<file path="src/rtl/vga_timing_pkg.sv">
// Shared types and timing presets for the parametrised VGA raster timing generator.
package vga_timing_pkg;

  typedef enum logic [0:0] {IDLE, RUN} state_e;

  typedef struct packed {
    int unsigned h_active;
    int unsigned h_front;
    int unsigned h_sync;
    int unsigned h_back;
    int unsigned v_active;
    int unsigned v_front;
    int unsigned v_sync;
    int unsigned v_back;
    logic        hs_pol;
    logic        vs_pol;
  } timing_t;

  localparam timing_t VGA_640X480_60 = '{
    h_active: 640, h_front: 16, h_sync: 96, h_back: 48,
    v_active: 480, v_front: 10, v_sync: 2,  v_back: 33,
    hs_pol: 1'b0, vs_pol: 1'b0
  };

  localparam timing_t SVGA_800X600_60 = '{
    h_active: 800, h_front: 40, h_sync: 128, h_back: 88,
    v_active: 600, v_front: 1,  v_sync: 4,   v_back: 23,
    hs_pol: 1'b1, vs_pol: 1'b1
  };

  function automatic int unsigned seg_total(input int unsigned sync_len,
                                            input int unsigned back_len,
                                            input int unsigned active_len,
                                            input int unsigned front_len);
    return sync_len + back_len + active_len + front_len;
  endfunction

endpackage

</file>
<file path="src/rtl/vga_timing_if.sv">
// Run request and raster outputs between the timing generator and the pixel source.
interface vga_timing_if #(
  parameter int unsigned X_W = 11,
  parameter int unsigned Y_W = 10
) ();

  logic           enable;
  logic           HS;
  logic           VS;
  logic           de;
  logic           fetch;
  logic [X_W-1:0] CoorX;
  logic [Y_W-1:0] CoorY;
  logic           line_start;
  logic           frame_start;
  logic           running;

  modport master (
    input  enable,
    output HS, VS, de, fetch, CoorX, CoorY, line_start, frame_start, running
  );

  modport slave (
    output enable,
    input  HS, VS, de, fetch, CoorX, CoorY, line_start, frame_start, running
  );

endinterface

</file>
<file path="src/rtl/vga_timing_gen.sv">
// Parametrised VGA raster timing generator with frame-aligned stop, pixel-fetch lead and
// line/frame start strobes. Every output is registered one cycle after the count it decodes.
module vga_timing_gen
  import vga_timing_pkg::*;
#(
  parameter int unsigned H_ACTIVE   = 640,
  parameter int unsigned H_FRONT    = 16,
  parameter int unsigned H_SYNC     = 96,
  parameter int unsigned H_BACK     = 48,
  parameter int unsigned V_ACTIVE   = 480,
  parameter int unsigned V_FRONT    = 10,
  parameter int unsigned V_SYNC     = 2,
  parameter int unsigned V_BACK     = 33,
  parameter logic        HS_POL     = 1'b0,
  parameter logic        VS_POL     = 1'b0,
  parameter int unsigned FETCH_LEAD = 2,
  parameter int unsigned X_W        = 11,
  parameter int unsigned Y_W        = 10
) (
  input  logic         vga_clk,
  input  logic         reset,
  vga_timing_if.master bus
);

  localparam int unsigned H_TOTAL = seg_total(H_SYNC, H_BACK, H_ACTIVE, H_FRONT);
  localparam int unsigned V_TOTAL = seg_total(V_SYNC, V_BACK, V_ACTIVE, V_FRONT);

  localparam logic [X_W-1:0] H_LAST   = X_W'(H_TOTAL - 1);
  localparam logic [X_W-1:0] H_SYNC_X = X_W'(H_SYNC);
  localparam logic [X_W-1:0] H_ACT_X  = X_W'(H_ACTIVE);
  localparam logic [X_W-1:0] H_DE_LO  = X_W'(H_SYNC + H_BACK);
  localparam logic [X_W-1:0] H_F_LO   = X_W'(H_SYNC + H_BACK - FETCH_LEAD);
  localparam logic [Y_W-1:0] V_LAST   = Y_W'(V_TOTAL - 1);
  localparam logic [Y_W-1:0] V_SYNC_Y = Y_W'(V_SYNC);
  localparam logic [Y_W-1:0] V_ACT_Y  = Y_W'(V_ACTIVE);
  localparam logic [Y_W-1:0] V_LO     = Y_W'(V_SYNC + V_BACK);

  state_e         state_q;
  logic [X_W-1:0] h_q;
  logic [Y_W-1:0] v_q;

  logic           hs_q, vs_q, de_q, fetch_q;
  logic           line_start_q, frame_start_q, running_q;
  logic [X_W-1:0] coor_x_q;
  logic [Y_W-1:0] coor_y_q;

  // Window tests by offset: counts below the window wrap to values >= the active length,
  // because the counter width already holds the full line/frame total.
  logic [X_W-1:0] de_off, fetch_off;
  logic [Y_W-1:0] row_off;
  logic           h_in_de, h_in_fetch, v_in;
  logic           frame_end, stop_pending, run_next;

  assign de_off     = h_q - H_DE_LO;
  assign fetch_off  = h_q - H_F_LO;
  assign row_off    = v_q - V_LO;
  assign h_in_de    = de_off < H_ACT_X;
  assign h_in_fetch = fetch_off < H_ACT_X;
  assign v_in       = row_off < V_ACT_Y;
  assign frame_end  = (h_q == H_LAST) && (v_q == V_LAST);

  // The flag is set or cleared by enable every RUN cycle, so its updated value is ~enable.
  assign stop_pending = ~bus.enable;
  assign run_next     = (state_q == RUN) ? !(frame_end && stop_pending) : bus.enable;

  always_ff @(posedge vga_clk or posedge reset) begin
    if (reset) begin
      state_q       <= IDLE;
      h_q           <= '0;
      v_q           <= '0;
      hs_q          <= ~HS_POL;
      vs_q          <= ~VS_POL;
      de_q          <= 1'b0;
      fetch_q       <= 1'b0;
      coor_x_q      <= H_ACT_X;
      coor_y_q      <= V_ACT_Y;
      line_start_q  <= 1'b0;
      frame_start_q <= 1'b0;
      running_q     <= 1'b0;
    end else begin
      state_q   <= run_next ? RUN : IDLE;
      running_q <= run_next;
      if (state_q == RUN) begin
        if (h_q == H_LAST) begin
          h_q <= '0;
          v_q <= (v_q == V_LAST) ? '0 : v_q + Y_W'(1);
        end else begin
          h_q <= h_q + X_W'(1);
        end
        hs_q          <= (h_q < H_SYNC_X) ? HS_POL : ~HS_POL;
        vs_q          <= (v_q < V_SYNC_Y) ? VS_POL : ~VS_POL;
        de_q          <= h_in_de && v_in;
        fetch_q       <= h_in_fetch && v_in;
        coor_x_q      <= (h_in_fetch && v_in) ? fetch_off : H_ACT_X;
        coor_y_q      <= (h_in_fetch && v_in) ? row_off : V_ACT_Y;
        line_start_q  <= (h_q == '0);
        frame_start_q <= (h_q == '0) && (v_q == '0);
      end else begin
        hs_q          <= ~HS_POL;
        vs_q          <= ~VS_POL;
        de_q          <= 1'b0;
        fetch_q       <= 1'b0;
        coor_x_q      <= H_ACT_X;
        coor_y_q      <= V_ACT_Y;
        line_start_q  <= 1'b0;
        frame_start_q <= 1'b0;
      end
    end
  end

  assign bus.HS          = hs_q;
  assign bus.VS          = vs_q;
  assign bus.de          = de_q;
  assign bus.fetch       = fetch_q;
  assign bus.CoorX       = coor_x_q;
  assign bus.CoorY       = coor_y_q;
  assign bus.line_start  = line_start_q;
  assign bus.frame_start = frame_start_q;
  assign bus.running     = running_q;

endmodule

</file>
<file path="src/flat_wrapper.sv">
// flat-port wrapper written by rule: the top's interface ports become plain ports
module vga_timing_gen_flat import vga_timing_pkg::*;
#(
  parameter int unsigned H_ACTIVE   = 640,
  parameter int unsigned H_FRONT    = 16,
  parameter int unsigned H_SYNC     = 96,
  parameter int unsigned H_BACK     = 48,
  parameter int unsigned V_ACTIVE   = 480,
  parameter int unsigned V_FRONT    = 10,
  parameter int unsigned V_SYNC     = 2,
  parameter int unsigned V_BACK     = 33,
  parameter logic        HS_POL     = 1'b0,
  parameter logic        VS_POL     = 1'b0,
  parameter int unsigned FETCH_LEAD = 2,
  parameter int unsigned X_W        = 11,
  parameter int unsigned Y_W        = 10
)
  (vga_clk, reset, bus_enable, bus_HS, bus_VS, bus_de, bus_fetch, bus_CoorX, bus_CoorY, bus_line_start, bus_frame_start, bus_running);
  vga_timing_if #(.X_W(X_W), .Y_W(Y_W)) bus_i ();
  input  logic vga_clk;
  input  logic reset;
  input wire logic [$bits(bus_i.enable)-1:0] bus_enable;
  output wire logic [$bits(bus_i.HS)-1:0] bus_HS;
  output wire logic [$bits(bus_i.VS)-1:0] bus_VS;
  output wire logic [$bits(bus_i.de)-1:0] bus_de;
  output wire logic [$bits(bus_i.fetch)-1:0] bus_fetch;
  output wire logic [$bits(bus_i.CoorX)-1:0] bus_CoorX;
  output wire logic [$bits(bus_i.CoorY)-1:0] bus_CoorY;
  output wire logic [$bits(bus_i.line_start)-1:0] bus_line_start;
  output wire logic [$bits(bus_i.frame_start)-1:0] bus_frame_start;
  output wire logic [$bits(bus_i.running)-1:0] bus_running;
  assign bus_i.enable = bus_enable;
  assign bus_HS = bus_i.HS;
  assign bus_VS = bus_i.VS;
  assign bus_de = bus_i.de;
  assign bus_fetch = bus_i.fetch;
  assign bus_CoorX = bus_i.CoorX;
  assign bus_CoorY = bus_i.CoorY;
  assign bus_line_start = bus_i.line_start;
  assign bus_frame_start = bus_i.frame_start;
  assign bus_running = bus_i.running;
  vga_timing_gen #(.H_ACTIVE(H_ACTIVE), .H_FRONT(H_FRONT), .H_SYNC(H_SYNC), .H_BACK(H_BACK), .V_ACTIVE(V_ACTIVE), .V_FRONT(V_FRONT), .V_SYNC(V_SYNC), .V_BACK(V_BACK), .HS_POL(HS_POL), .VS_POL(VS_POL), .FETCH_LEAD(FETCH_LEAD), .X_W(X_W), .Y_W(Y_W)) u_core (.vga_clk(vga_clk), .reset(reset), .bus(bus_i));
endmodule
</file>
<file path="config.mk">
export PLATFORM = sky130hd
export DESIGN_NAME = vga_timing_gen_flat
export DESIGN_NICKNAME = d
export VERILOG_FILES = /design/src/rtl/vga_timing_pkg.sv /design/src/rtl/vga_timing_if.sv /design/src/rtl/vga_timing_gen.sv /design/src/flat_wrapper.sv
export SDC_FILE = /design/constraint.sdc
export NUM_CORES = 1
export LEC_CHECK = 0
export CORE_ASPECT_RATIO = 1.75
export CORE_MARGIN = 2
export CORE_UTILIZATION = 59
export CTS_CLUSTER_DIAMETER = 120
export DETAILED_ROUTE_END_ITERATION = 12
export GPL_ROUTABILITY_DRIVEN = 0
export MAX_ROUTING_LAYER = met4
export PLACE_DENSITY = 0.84
export SYNTH_ARGS = -nofsm -noshare
export SYNTH_HDL_FRONTEND = slang
export SYNTH_SLANG_ARGS = --single-unit
</file>
<file path="constraint.sdc">
create_clock -name vga_clk -period 4.7 [get_ports vga_clk]
set_clock_uncertainty 0.1 [all_clocks]
set_input_delay 0.47 -clock vga_clk [delete_from_list [all_inputs] [get_ports vga_clk]]
set_output_delay 0.47 -clock vga_clk [all_outputs]
set_load 0.01 [all_outputs]
</file>
==> run metrics, run 1 <==
first-pass iteration count of the detailed router 4; DP HPWL about 3500 um; Routed WL between 4000 and 5000 um; Seq/Total Area, Yosys 0.4889; synth-to-layout area growth 13.31%; # DRC 0; I/O pins 31; area of the multi-input gates between 1000 and 1500 sq um; Final Non-Filler Cells 330; Reg area around 1200 sq um; layout net count roughly 290; Via Count between 1500 and 2000; IO Port Bufs 30; DP Worst Slack about 2000 ps; Critical Path Source u_core.v_q[0]; CP Data Arrival Time ~2900 ps; CP Cell Sequence ha_1 -> o41ai_1 -> a21boi_0 -> o22ai_1 -> nand2_1 -> or3_1; Hold Buf Count CTS 0; Crit path required time roughly 4800 ps; Inst Count DP about 320; delay-heaviest family, CP compound AO/OA/AOI/OAI gates; nature of the critical path endpoint flop; GRT overflow 0; P_leak between 1 and 1.5 nW; relative slew slack 0.2996; Avg WL per Cell between 10 and 15 um; source of the worst hold timing path u_core.v_q[9]; syn avg cell area slightly below 10 sq um; highest clock rate between 300 and 400 MHz; Yosys top cell by area dfrtp_1; post-synthesis cell type count 49; Synth Instances around 260; reg2reg path depth 6; CTS sink count a little under 50; Worst Path Buf+Inv 0; placed cell area between 2000 and 3000 sq um; slack of the critical path 1924 ps; Synth Flop Type dfrtp_1; largest net degree at the start of global routing 50; CTS tree built; # rows 31; HP Class reg -> reg; Max Slew Vio Count 0; clock slew at reported path FFs ~80 ps; die height 90.61 um; die area a little under 5000 sq um; Worst setup SP type flop; GRT Util Overall 0.2362; maxcap violations 0; setup TNS 0 ps; die width approximately 53 um; DRT iter0 DRCs 64; #FFs+latches synth 49; maximum vdd drop 0.0002668 V; H-tree Lvls 2; diode count 0; vias in the first global route 1820; CTS buffer count 5; initial antenna violation count 0; WP depth 6; Post-synth EDFFs 0; worst hold slack ~440 ps; share of layout cells above drive strength 1 0.08897; Pwr per Cell Area between 300 and 400 nW/um^2; share of the synthesized area in the top cell type 0.4057; Via density slightly below 6; RSZ-0062 raised after global routing no; Setup CP Type reg -> reg; utilization after layout 0.6969; Hold Path Depth 1; Bufs on Longest Clock Path 2; worst r2r src u_core.v_q[0]; Final Hold Viols 0; Slew @ Worst Pin approximately 1000 ps; FFs w/ async S/R, synth 1.000; Power, Total approximately 1.0 mW; Final ANT Viol Nets 0; slowest CP cell o41ai_1; top cells by instance count after synthesis dfrtp_1 (41), nand2_1 (26), nor2_1 (22), nor3_1 (18), o21ai_0 (17); synth top area cells dfrtp_1 (41%), dfstp_2 (8.3%), nand2_1 (3.9%); CTS root buffer clkbuf_8; Post-Syn Area approximately 2500 sq um; Worst Path Max Fanout 18; Post-CTS Resized 0; Core ar. 4111 sq um; outcome completed; fillers 328; count leader, synth dfrtp_1; Post-CTS Setup Bufs 0; crit share post-route 0.5905; Synthesis Warnings 0; Clock Latency Late Sink roughly 300 ps; post-layout instance area around 2900 sq um; first-pass GRT wire length approximately 8300 um; min Tclk post-route between 2000 and 3000 ps; slowest stage delay, CP roughly 500 ps; initial core utilization 0.6150; Setup-failing EPs final 0
## layout make-up
type | count | share of cell area
Sequential cell | 49 | 0.4314
Multi-Input combinational cell | 183 | 0.3991
Clock buffer | 6 | 0.02533
Timing Repair Buffer | 30 | 0.1048
Tap cell | 49 | 0.02140
Clock inverter | 2 | 0.003493
Inverter | 11 | 0.01441
## routing by layer
layer | up-vias | share of wire | global-route usage
li1 | 945 | - | -
met2 | 67 | 0.55 | 0.3704
met4 | 0 | 0.037 | 0.1410
met5 | - | 0 | -
met1 | 912 | 0.37 | 0.2773
met3 | 12 | 0.041 | 0.03311
## worst paths after layout
check                      slack, ps                   to
max in group asynchronous       3310        u_core.v_q[3]
setup / recovery                1920  u_core.bus.CoorX[9]
setup reg to reg                1920  u_core.bus.CoorX[9]
min in group asynchronous        600        u_core.h_q[5]
hold reg to reg                  440        u_core.v_q[9]
hold / removal                   440        u_core.v_q[9]
## flip-flops by register name, summed over array words and instances (netlist names)
name / cells
u_core.v_q: 10
u_core.bus.frame_start: 1
u_core.bus.HS: 1
u_core.bus.running: 1
u_core.bus.CoorY: 10
u_core.h_q: 11
u_core.bus.line_start: 1
u_core.bus.de: 1
u_core.bus.fetch: 1
u_core.bus.CoorX: 11
u_core.bus.VS: 1
## power by group
group          total (mW)  switching (mW)  internal, mW
sequential          0.537          0.0810         0.456
combinational       0.228           0.126         0.102
clock               0.235           0.131         0.103
## cells by family (layout without fill, tap and decap cells)
logic type      count (synthesis)  in the layout  synth area share
mux                             1              1          0.004453
buf+inv                        32             49           0.06036
simple gates                  113            113            0.2444
fa+ha+maj                       5              5           0.02474
compound gates                 41             41            0.1029
other cells                     1              2          0.001483
xor+xnor                       21             21           0.07273
flops                          49             49            0.4889
## cell usage in the layout (no fill, tap or decap), types with 2 or more instances in the layout
master / instances
o41ai_1: 2
o22ai_1: 3
clkinv_2: 2
a21oi_1: 8
and2_1: 2
conb_1: 2
inv_1: 10
clkdlybuf4s50_1: 30
xnor2_1: 11
or2_2: 2
nor2_1: 22
nand3_1: 7
ha_1: 5
xor2_1: 10
and3_1: 3
nor4b_1: 2
nor4_1: 2
a31oi_1: 2
nand2_1: 26
nor3_4: 2
nor3_1: 18
o21ai_0: 17
or3_1: 7
dfrtp_1: 41
dfstp_2: 8
nand4_1: 9
clkbuf_8: 5
(Power assumes the default switching activity.)
==> run 2: changes to the inputs <==
--- a/config.mk
+++ b/config.mk
@@ -7,12 +7,12 @@
 export LEC_CHECK = 0
 export CORE_ASPECT_RATIO = 1.75
 export CORE_MARGIN = 2
-export CORE_UTILIZATION = 59
+export CORE_UTILIZATION = 55
 export CTS_CLUSTER_DIAMETER = 120
 export DETAILED_ROUTE_END_ITERATION = 12
 export GPL_ROUTABILITY_DRIVEN = 0
 export MAX_ROUTING_LAYER = met4
-export PLACE_DENSITY = 0.84
+export PLACE_DENSITY = 0.79
 export SYNTH_ARGS = -nofsm -noshare
 export SYNTH_HDL_FRONTEND = slang
 export SYNTH_SLANG_ARGS = --single-unit
==> constraint.sdc (replaced) <==
create_clock -name vga_clk -period 2.6 [get_ports vga_clk]
set_clock_uncertainty 0.1 [all_clocks]
set_input_delay 0.26 -clock vga_clk [delete_from_list [all_inputs] [get_ports vga_clk]]
set_output_delay 0.26 -clock vga_clk [all_outputs]
set_load 0.01 [all_outputs]
==> run 2 against run 1 <==
Effect of this change:
- register-to-register slack got worse by 1800 ps
- flip-flop and latch count unchanged
- sequential power up 69%
- setup slack got worse by 1800 ps
- largest cell class unchanged
- highest routed layer unchanged
==> run metrics, run 2 (synthesis results as in run 1) <==
P_leak 1.319 nW (+11%); diode count 0 (unchanged); synth-to-layout area growth 21.28%; # rows 32 (+3.2%); first-pass GRT wire length 9349 um (+13%); highest clock rate 401.9 MHz (+12%); clock slew at reported path FFs 90 ps (about the same); DRT iter0 DRCs 66 (+3.1%); first-pass iteration count of the detailed router 4 (unchanged); most common cell after layout, fill and taps aside dfrtp_1; DP HPWL 3970 um (+14%); HP Class in -> async; Avg WL per Cell 15.65 um (+8.0%); crit share post-route 0.9569 (+0.3664); initial core utilization 0.5741 (-0.04089); maximum vdd drop 0.0006817 V (+160%); CTS tree built; Power, Total 2.026 mW (+100%); utilization after layout 0.6963 (about the same); Routed WL 5523 um (+16%); Pwr per Cell Area 660.6 nW/um^2 (+89%); Core ar. 4404 sq um (+7.1%); Via Count 2083 (+7.6%); nature of the critical path endpoint flop; layout net count 309 (+7.3%); CTS root buffer clkbuf_8; Inst Count DP 345 (+7.1%); IO Port Bufs 30 (unchanged); largest net degree at the start of global routing 50 (unchanged); Bufs on Longest Clock Path 2 (unchanged); setup TNS 0 ps (unchanged); Worst Path Max Fanout 20 (+2); RSZ-0062 raised after global routing no; Setup-failing EPs final 0 (unchanged); outcome completed; worst hold slack 331.0 ps (-105.1 ps); reg2reg path depth 5 (-1); Final ANT Viol Nets 0 (unchanged); # DRC 0 (unchanged); CTS buffer count 5 (unchanged); I/O pins 31 (unchanged); vias in the first global route 2033 (+12%); Crit path required time 2720 ps (-2100 ps); Via density 5.901 (+0.58%); initial antenna violation count 0 (unchanged); share of layout cells above drive strength 1 0.1556 (+0.06666); die height 93.70 um (+3.4%); min Tclk post-route 2488 ps (-287.6 ps); relative slew slack 0.6021 (+0.3025); CP Data Arrival Time 2610 ps (-280 ps); Setup CP Type reg -> reg; maxcap violations 0 (unchanged); GRT Util Overall 0.2361 (about the same); Max Slew Vio Count 0 (unchanged); die area 5177 sq um (+6.8%); Final Hold Viols 0 (unchanged); CTS sink count 49 (unchanged); Final Non-Filler Cells 353 (+7.0%); Clock Latency Late Sink 300 ps (about the same); die width 55.26 um (+3.3%); Worst R2R Setup Slack 110 ps (-1810 ps); Worst setup SP type flop; GRT overflow 0 (unchanged); Slew @ Worst Pin 596.8 ps (-444.2 ps); commonest non-fill, non-tap cells in the layout dfrtp_1 (41), clkdlybuf4s50_1 (30), nand2_1 (26); H-tree Lvls 2 (unchanged)
-- run 2: layer usage --
| layer | GRT usage | vias up | share of wire |
|---|---|---|---|
| li1 | - | 984 | - |
| met1 | 0.2649 | 1019 | 0.37 |
| met2 | 0.4127 | 68 | 0.56 |
| met3 | 0.03581 | 12 | 0.049 |
| met4 | 0.1057 | 0 | 0.024 |
| met5 | - | - | 0 |
-- run 2: through the flow --
| stage | worst slack, ps | instance area [sq um] |
|---|---|---|
| finish | 112.0 | 3067 |
| floorplan | 286.9 | 2532 |
| global placement | 214.4 | 2943 |
| global route | 38.23 | 3067 |
| detailed placement | 154.2 | 2943 |
| CTS | 83.68 | 3059 |
-- run 2: area by class of cell --
class | count | area (sq um)
clock buffer | 7 | 86.33
clock inverter | 1 | 30.03
fill | 338 | 1338
inverter | 11 | 41.29
multi-input combinational | 183 | 1151
sequential | 49 | 1236
tap | 51 | 63.81
timing repair buffer | 51 | 457.9
-- run 2: path summary, 6_finish.rpt --
kind                               startpoint             endpoint
min in group vga_clk               bus_enable   u_core.bus.running
worst min-delay path                    reset       u_core.h_q[10]
worst max register to register  u_core.h_q[6]  u_core.bus.CoorY[8]
worst min register to register  u_core.v_q[9]        u_core.v_q[9]
worst max-delay path            u_core.h_q[6]  u_core.bus.CoorY[8]
max in group asynchronous               reset  u_core.bus.CoorY[2]
-- run 2: worst max-delay path: stages, from the launching register on --
cell and delay (ps):
dfrtp_1 480, nor3_4 280, o211ai_1 120, or3b_1 380, or3_4 500, or4b_1 530
-- run 2: power by group --
group          internal, mW  switching [mW]  total, mW
Clock                 0.314           0.247      0.561
Sequential            0.826          0.0816      0.908
Combinational         0.236           0.321      0.557
Total                  1.38           0.650       2.03
-- run 2: what timing repair did --
item	CTS	global route
buffers inserted	0	0
setup endpoints to repair	0	16
gates resized for setup	0	1
hold buffers	0	0
endpoints found under the hold margin	0	0
